$ cat src/rtl/branch_hazard_controller.sv
// Branch resolution sequencer for the ID stage: stalls on branch-operand hazards,
// then resolves the taken decision, drives PCSrc/IF_Flush and keeps branch statistics.
module branch_hazard_controller #(
    parameter int REG_W = 5,
    parameter int CNT_W = 16
) (
    input  logic             Clk,
    input  logic             Rst,
    input  logic             Branch,
    input  logic             BranchNE,
    input  logic             Equal,
    input  logic [REG_W-1:0] ID_rs,
    input  logic [REG_W-1:0] ID_rt,
    input  logic             EX_RegWrite,
    input  logic             EX_MemRead,
    input  logic [REG_W-1:0] EX_rd,
    input  logic             MEM_MemRead,
    input  logic [REG_W-1:0] MEM_rd,
    output logic             Stall,
    output logic             PCSrc,
    output logic             IF_Flush,
    output logic [CNT_W-1:0] BranchCount,
    output logic [CNT_W-1:0] TakenCount,
    output logic             IllegalOp,
    output logic [1:0]       DbgState
);

    typedef enum logic [1:0] {
        IDLE    = 2'd0,
        HOLD2   = 2'd1,
        RESOLVE = 2'd2
    } state_t;

    state_t           r_state;
    state_t           w_next;
    logic             w_br;
    logic             w_ex_m;
    logic             w_mem_m;
    logic             w_need2;
    logic             w_need1;
    logic             w_stall;
    logic             w_resolve;
    logic             w_taken;
    logic [CNT_W-1:0] r_branch_cnt;
    logic [CNT_W-1:0] r_taken_cnt;
    logic             r_illegal;

    // Register 0 is hardwired, so a zero destination never creates a hazard.
    assign w_br    = Branch | BranchNE;
    assign w_ex_m  = (EX_rd != '0) && ((EX_rd == ID_rs) || (EX_rd == ID_rt));
    assign w_mem_m = (MEM_rd != '0) && ((MEM_rd == ID_rs) || (MEM_rd == ID_rt));
    assign w_need2 = EX_MemRead & w_ex_m;
    assign w_need1 = ~w_need2 & ((EX_RegWrite & w_ex_m) | (MEM_MemRead & w_mem_m));

    always_ff @(posedge Clk or negedge Rst) begin
        if (!Rst) begin
            r_state <= IDLE;
        end else begin
            r_state <= w_next;
        end
    end

    always_comb begin
        w_next    = r_state;
        w_stall   = 1'b0;
        w_resolve = 1'b0;
        case (r_state)
            IDLE: begin
                if (w_br) begin
                    if (w_need2) begin
                        w_stall = 1'b1;
                        w_next  = HOLD2;
                    end else if (w_need1) begin
                        w_stall = 1'b1;
                        w_next  = RESOLVE;
                    end else begin
                        w_resolve = 1'b1;
                    end
                end
            end
            HOLD2: begin
                w_stall = 1'b1;
                w_next  = RESOLVE;
            end
            RESOLVE: begin
                // A branch flushed away while stalled resolves to nothing.
                w_resolve = w_br;
                w_next    = IDLE;
            end
            default: w_next = IDLE;
        endcase
    end

    assign w_taken  = w_resolve & (Branch ? Equal : (BranchNE & ~Equal));
    assign Stall    = Rst & w_stall;
    assign PCSrc    = Rst & w_taken;
    assign IF_Flush = Rst & w_taken;

    always_ff @(posedge Clk or negedge Rst) begin
        if (!Rst) begin
            r_branch_cnt <= '0;
            r_taken_cnt  <= '0;
            r_illegal    <= 1'b0;
        end else begin
            if (w_resolve && (r_branch_cnt != '1)) begin
                r_branch_cnt <= r_branch_cnt + 1'b1;
            end
            if (w_taken && (r_taken_cnt != '1)) begin
                r_taken_cnt <= r_taken_cnt + 1'b1;
            end
            if (w_resolve && Branch && BranchNE) begin
                r_illegal <= 1'b1;
            end
        end
    end

    assign BranchCount = r_branch_cnt;
    assign TakenCount  = r_taken_cnt;
    assign IllegalOp   = r_illegal;
    assign DbgState    = r_state;

endmodule

$ cat config.mk
export PLATFORM = sky130hd
export DESIGN_NAME = branch_hazard_controller
export DESIGN_NICKNAME = d
export VERILOG_FILES = /design/src/rtl/branch_hazard_controller.sv
export SDC_FILE = /design/constraint.sdc
export NUM_CORES = 1
export LEC_CHECK = 0
export CORE_AREA = 2 2 70 72
export DETAILED_ROUTE_END_ITERATION = 10
export DIE_AREA = 0 0 72 74
export GPL_TIMING_DRIVEN = 0
export PLACE_DENSITY = 0.85
export SETUP_SLACK_MARGIN = 0.15
export SLEW_MARGIN = 20
export SYNTH_ARGS = -nofsm -noshare
export SYNTH_HDL_FRONTEND = slang
export SYNTH_SLANG_ARGS = --single-unit
$ cat constraint.sdc
create_clock -name Clk -period 10.5 [get_ports Clk]
set_clock_uncertainty 0.2 [all_clocks]
set_input_delay 3.15 -clock Clk [delete_from_list [all_inputs] [get_ports Clk]]
set_output_delay 3.15 -clock Clk [all_outputs]
set_load 0.02 [all_outputs]
[Word level (Yosys, flattened, before mapping)]
Index checks and enable logic that the tools add are counted.
Word-level totals
  bits in registers: 35
  bits of input ports: 28
  output and inout port bits: 38
  logic and storage cells: 53
Operators by class
  $add $sub $neg: 2
  equal/unequal tests: 10
  mux-type cells: 13
  bitwise gates (word level): 12
  reductions and logical operators: 12
Operator list (number)
  adder 16 x 1 -> 16 bit, second input constant: 2
  inequality test 16 bit, second input constant: 2
  == test 5 bit: 4
  nonzero test 5 bit: 2
  AND 1 bit: 8
  two-way mux 1 bit: 7
  logical AND 1 bit: 6
  two-way mux 2 bit: 3
  one-hot mux 1 bit (2 select lines): 2
  one-hot mux 2 bit (2 select lines): 1
  inequality test 3 bit, second input constant: 1
  == test 2 x 1 -> 1 bit, second input constant: 1
  == test 2 bit, second input constant: 1
  logical NOT 2 bit: 1
  logical OR 1 bit: 2
  inequality test 2 bit, second input constant: 1
  NOT 1 bit: 2
  OR 1 bit: 2
  AND reduction 2 bit: 1

[Logic depth before layout (Yosys ltp)]
  depth after elaboration: 12
  gate-level depth with buffers: 8
  gate-level depth less buffers: 7

[Least setup slack after synthesis]
No wires, ideal clock.
  path type: input port to output port
  from: in MEM_rd[1]
  to: out PCSrc
  arrival time: 5367 ps
  data required time: 7150 ps
  setup slack: 1783 ps
  stages on the path: 7
  path buffers: 2
  cell sequence: or4_1 > o21ai_1 > or2_2 > o32ai_4 > buf_2 > nor4b_1 > buf_4
On the way
  longest elaborated chain between the ends: 12
  elaborated cells between the ends (all ways): 14
  classes of those cells: 2 x eq/ne; 4 x mux; 5 x bitwise; 3 x reduce/logical
Ends and longest elaborated chain
  start: declaration: line 18  | input logic [REG_W-1:0] MEM_rd,
  == test 5 bit: line 51  | assign w_mem_m = (MEM_rd != '0) && ((MEM_rd == ID_rs) || (MEM_rd == ID_rt));
  logical OR 1 bit: line 51
  logical AND 1 bit (*): line 51
  AND 1 bit (*): line 53  | assign w_need1 = ~w_need2 & ((EX_RegWrite & w_ex_m) | (MEM_MemRead & w_mem_m));
  OR 1 bit (*): line 53
  AND 1 bit (*): line 53
  two-way mux 1 bit (*): line 73  | end else if (w_need1) begin
  two-way mux 1 bit (*): line 70  | if (w_need2) begin
  two-way mux 1 bit (*): line 69  | if (w_br) begin
  one-hot mux 1 bit (2 select lines) (*): line 67  | case (r_state)
  AND 1 bit (*): line 94  | assign w_taken = w_resolve & (Branch ? Equal : (BranchNE & ~Equal));
  AND 1 bit (*)
  end: declaration: line 20  | output logic PCSrc,
Mark *: on every way between the ends. The rest lies on a longest branch, timed or not.

[Worst setup path in the final report]
  from: in EX_rd[2]
  to: out PCSrc
On the way
  longest elaborated chain between the ends: 12
  elaborated cells between the ends (all ways): 16
  classes of those cells: 2 x eq/ne; 4 x mux; 7 x bitwise; 3 x reduce/logical
Ends and longest elaborated chain
  start: declaration: line 16  | input logic [REG_W-1:0] EX_rd,
  == test 5 bit: line 50  | assign w_ex_m = (EX_rd != '0) && ((EX_rd == ID_rs) || (EX_rd == ID_rt));
  logical OR 1 bit: line 50
  logical AND 1 bit (*): line 50
  AND 1 bit, on equally long branches: line 53, 52
  OR 1 bit / NOT 1 bit (equally long branches): line 53
  AND 1 bit: line 53
  two-way mux 1 bit: line 73
  two-way mux 1 bit (*): line 70
  two-way mux 1 bit (*): line 69
  one-hot mux 1 bit (2 select lines) (*): line 67
  AND 1 bit (*): line 94
  AND 1 bit (*): line 96  | assign PCSrc = Rst & w_taken;
Marks and branches as above.

==> flow_summary_export.csv <==
group,metric,value,unit
outcome,outcome,"finished clean",
timing,min_period,9.537,ns
synthesis,synthFlopType,"dfrtp_1",
min_path,holdCritPathClass,"reg2reg",
final_layout,layout-drive-gt1-share,15.09,%
floorplan,core_area,4598,sq um
timing,rsz0062_at_grt,"false",
pwr,power_switching,0.1755,mW
timing,fin_crit_sh,90.82,%
detailed_routing,drt-initial-drc-count,125,
synthesis,synth_area_leaders,"dfrtp_1, xor2_1, nor4_2",
placed_design,io_buffers,65,
detailed_routing,route.vias.total,1858,
pwr,internal_power,0.3293,mW
pwr,power,0.5048,mW
clocking,ctsHoldBuffers,0,
clocking,clockBufferDepth,2,
synthesis,synth_area_leader_cell,"dfrtp_1",
pwr,power_density,161.6,nW/um^2
synthesis,ys_warn_count,0,
timing,slew_violations,0,
synthesis,syn_inst,211,
detailed_routing,wl_per_cell,15.01,um
floorplan,die_h,74,um
floorplan,num_rows,25,
worst_setup_path,critPathRequiredTime,7.15,ns
clocking,cts_tree,"done",
global_routing,overflow,0,
synthesis,syn-cell-area,2266,sq um
pwr,seqPwrFrac,38.6,%
global_routing,grt_usage,20.30,%
clocking,h-tree-depth,2,
final_layout,num-nets-final,314,
final_layout,finish.utilization,67.95,%
synthesis,syn-num-nets,241,
synthesis,synth-seq-cells,35,
clocking,clock_sinks,35,
final_layout,area_delta_synth_final,37.88,%
clocking,clkLatencyLatePin,0.28,ns
pwr,clockPowerShare,24.6,%
pwr,netSwitchingFraction,34.77,%
detailed_routing,drtAntennaViolNets,0,
worst_setup_path,end_kind,"output port",
synthesis,synthArstFlopShare,100.0,%
timing,clock.fmax,104.9,MHz
pwr,p_leak,1.325,nW
global_routing,grt_first_pass_wirelength,8500,um
worst_setup_path,arrival,6.19,ns
flow_run,maxCapViolCount,0,
worst_setup_path,path_class,"in2out",
timing,finalHoldViolations,0,
pwr,comb_power_share,36.8,%
floorplan,ios,66,
clocking,cts_resized,0,
floorplan,die_area,5328,sq um
floorplan,start_util,49.28,%
timing,tightest_slew,0.6016,ns
global_routing,grt_max_degree,23,
timing,relSlewSlack,59.89,%
placed_design,gp_congestion,0.8466,
placed_design,dpl.hpwl,4023,um
global_routing,grt_pass1_vias,1789,
worst_setup_path,cp-start-kind,"input port",
synthesis,syn_avg_cell_area,10.74,sq um
clocking,root_buffer,"clkbuf_8",
pwr,vdd_drop_max,0.00008311,V
synthesis,synth.top_cell.area_share,38.65,%
synthesis,yosysSeqAreaShare,38.65,%
clocking,clk_pin_slew_worst_paths,0.07,ns
clocking,cts_setup_buffers,0,
timing,setup_viol,0,
synthesis,synth_cell_types,36,
detailed_routing,wirelength,5088,um
global_routing,antenna_found_initial,0,
final_layout,diodes,0,
clocking,cts_made_buffers,5,
worst_setup_path,rrSetupSlack,8.04,ns
floorplan,die_w,72,um
detailed_routing,drc,0,
timing,fin_tns_setup,0,ns
detailed_routing,first_pass_iters,4,
synthesis,synth-edff-count,0,
worst_setup_path,path_max_fanout,10,
detailed_routing,vias_per_cell,5.481,
==> cell families after synthesis <==
kind of cell / after synthesis / synth area share (%)
and+or+nand+nor: 101 / 33.35
xor gates and xnor gates: 49 / 18.94
DFF: 35 / 38.65
buffers and inverters: 13 / 3.092
AOI/OAI and AO/OA: 8 / 3.369
muxes: 3 / 1.491
adders and majority gates: 2 / 1.104
==> worst paths after layout <==
path | to | cells after the start | startpoint
max | PCSrc | 8 | EX_rd[2]
min | IllegalOp | 1 | IllegalOp
max reg2reg | TakenCount[9] | 8 | TakenCount[0]
min reg2reg | IllegalOp | 1 | IllegalOp
max in group asynchronous | TakenCount[15] | 2 | Rst
min in group asynchronous | BranchCount[15] | 1 | Rst
==> flip-flops by register name, indices dropped and copies added, names as in the netlist <==
name,cells
IllegalOp,1
BranchCount,16
DbgState,2
TakenCount,16
==> Yosys cell counts, types with 2 or more instances <==
library cell and n:
xor2_1 45, dfrtp_1 35, nand3_1 13, nor2_1 13, nor3_1 13, nand2_1 12, nor4_2 11, nand4_1 9
and3_1 5, inv_1 4, nor3b_1 4, nor4_4 4, nor4b_4 4, xnor2_1 4, mux2_2 3, or2_2 3
or4_1 3, a21oi_1 2, buf_1 2, buf_2 2, buf_6 2, clkbuf_1 2, ha_1 2, nor4b_1 2
==> power by group through the flow <==
| stage | logic, mW | registers [mW] | clock network (mW) |
|---|---|---|---|
| detailed placement | 0.186 | 0.197 | 0 |
| global placement | 0.180 | 0.196 | 0 |
| CTS | 0.187 | 0.195 | 0.128 |
| floorplan | 0.0703 | 0.222 | 0 |
| global route | 0.200 | 0.199 | 0.133 |
| finish | 0.186 | 0.195 | 0.124 |
==> routing by layer <==
layer | track usage (%) | vias up | share of wire, %
met1 | 26.48 | 898 | 42
met3 | 4.065 | 2 | 4.8
li1 | - | 902 | -
met4 | 5.451 | 0 | 0.51
met5 | 0 | - | 0
met2 | 34.77 | 56 | 53
==> placed cells by master, fill, tap and decap left out, types with 2 or more instances in the layout <==
cell type and instances:
nor4b_4 4, xor2_1 45, nor4b_1 2, buf_1 2
mux2_2 3, inv_1 4, nand3_1 13, nand4_1 9
dfrtp_1 35, nor4_4 4, or4_1 3, nor3b_1 4
and3_1 5, clkbuf_8 6, ha_1 2, a21oi_1 2
buf_2 3, buf_6 2, clkdlybuf4s50_1 64, xnor2_1 4
nor2_1 13, clkbuf_1 2, nor3_1 13, or2_2 3
nor4_2 11, nand2_1 12
==> per-stage QoR <==
stage	hold WS [ns]	area (sq um)	worst slack, ns	cells
5_1_grt	0.3136	3124	0.8809	339
6_report	0.2872	3124	0.9635	339
3_3_place_gp	0.2712	2984	1.122	330
4_1_cts	0.2943	3124	0.9936	339
2_1_floorplan	0.3887	2266	1.783	211
3_5_place_dp	0.2745	3007	0.9933	331
==> layout make-up <==
class | instances | area [sq um]
Buffer | 9 | 55.05
Clock buffer | 6 | 82.58
Inverter | 4 | 15.01
Timing Repair Buffer | 66 | 673.1
Fill cell | 372 | 1474
Sequential cell | 35 | 875.8
Tap cell | 54 | 67.56
Multi-Input combinational cell | 163 | 1320
Clock inverter | 2 | 35.03
==> critical path, stage by stage <==
cell and delay, ns:
clkdlybuf4s50_1 0.47, or4_1 0.54, nor2_1 0.31, o32ai_4 0.18, buf_2 0.23, nor4b_1 0.53
buf_4 0.20, clkdlybuf4s50_1 0.59
Power figures use the tool's default switching activity.
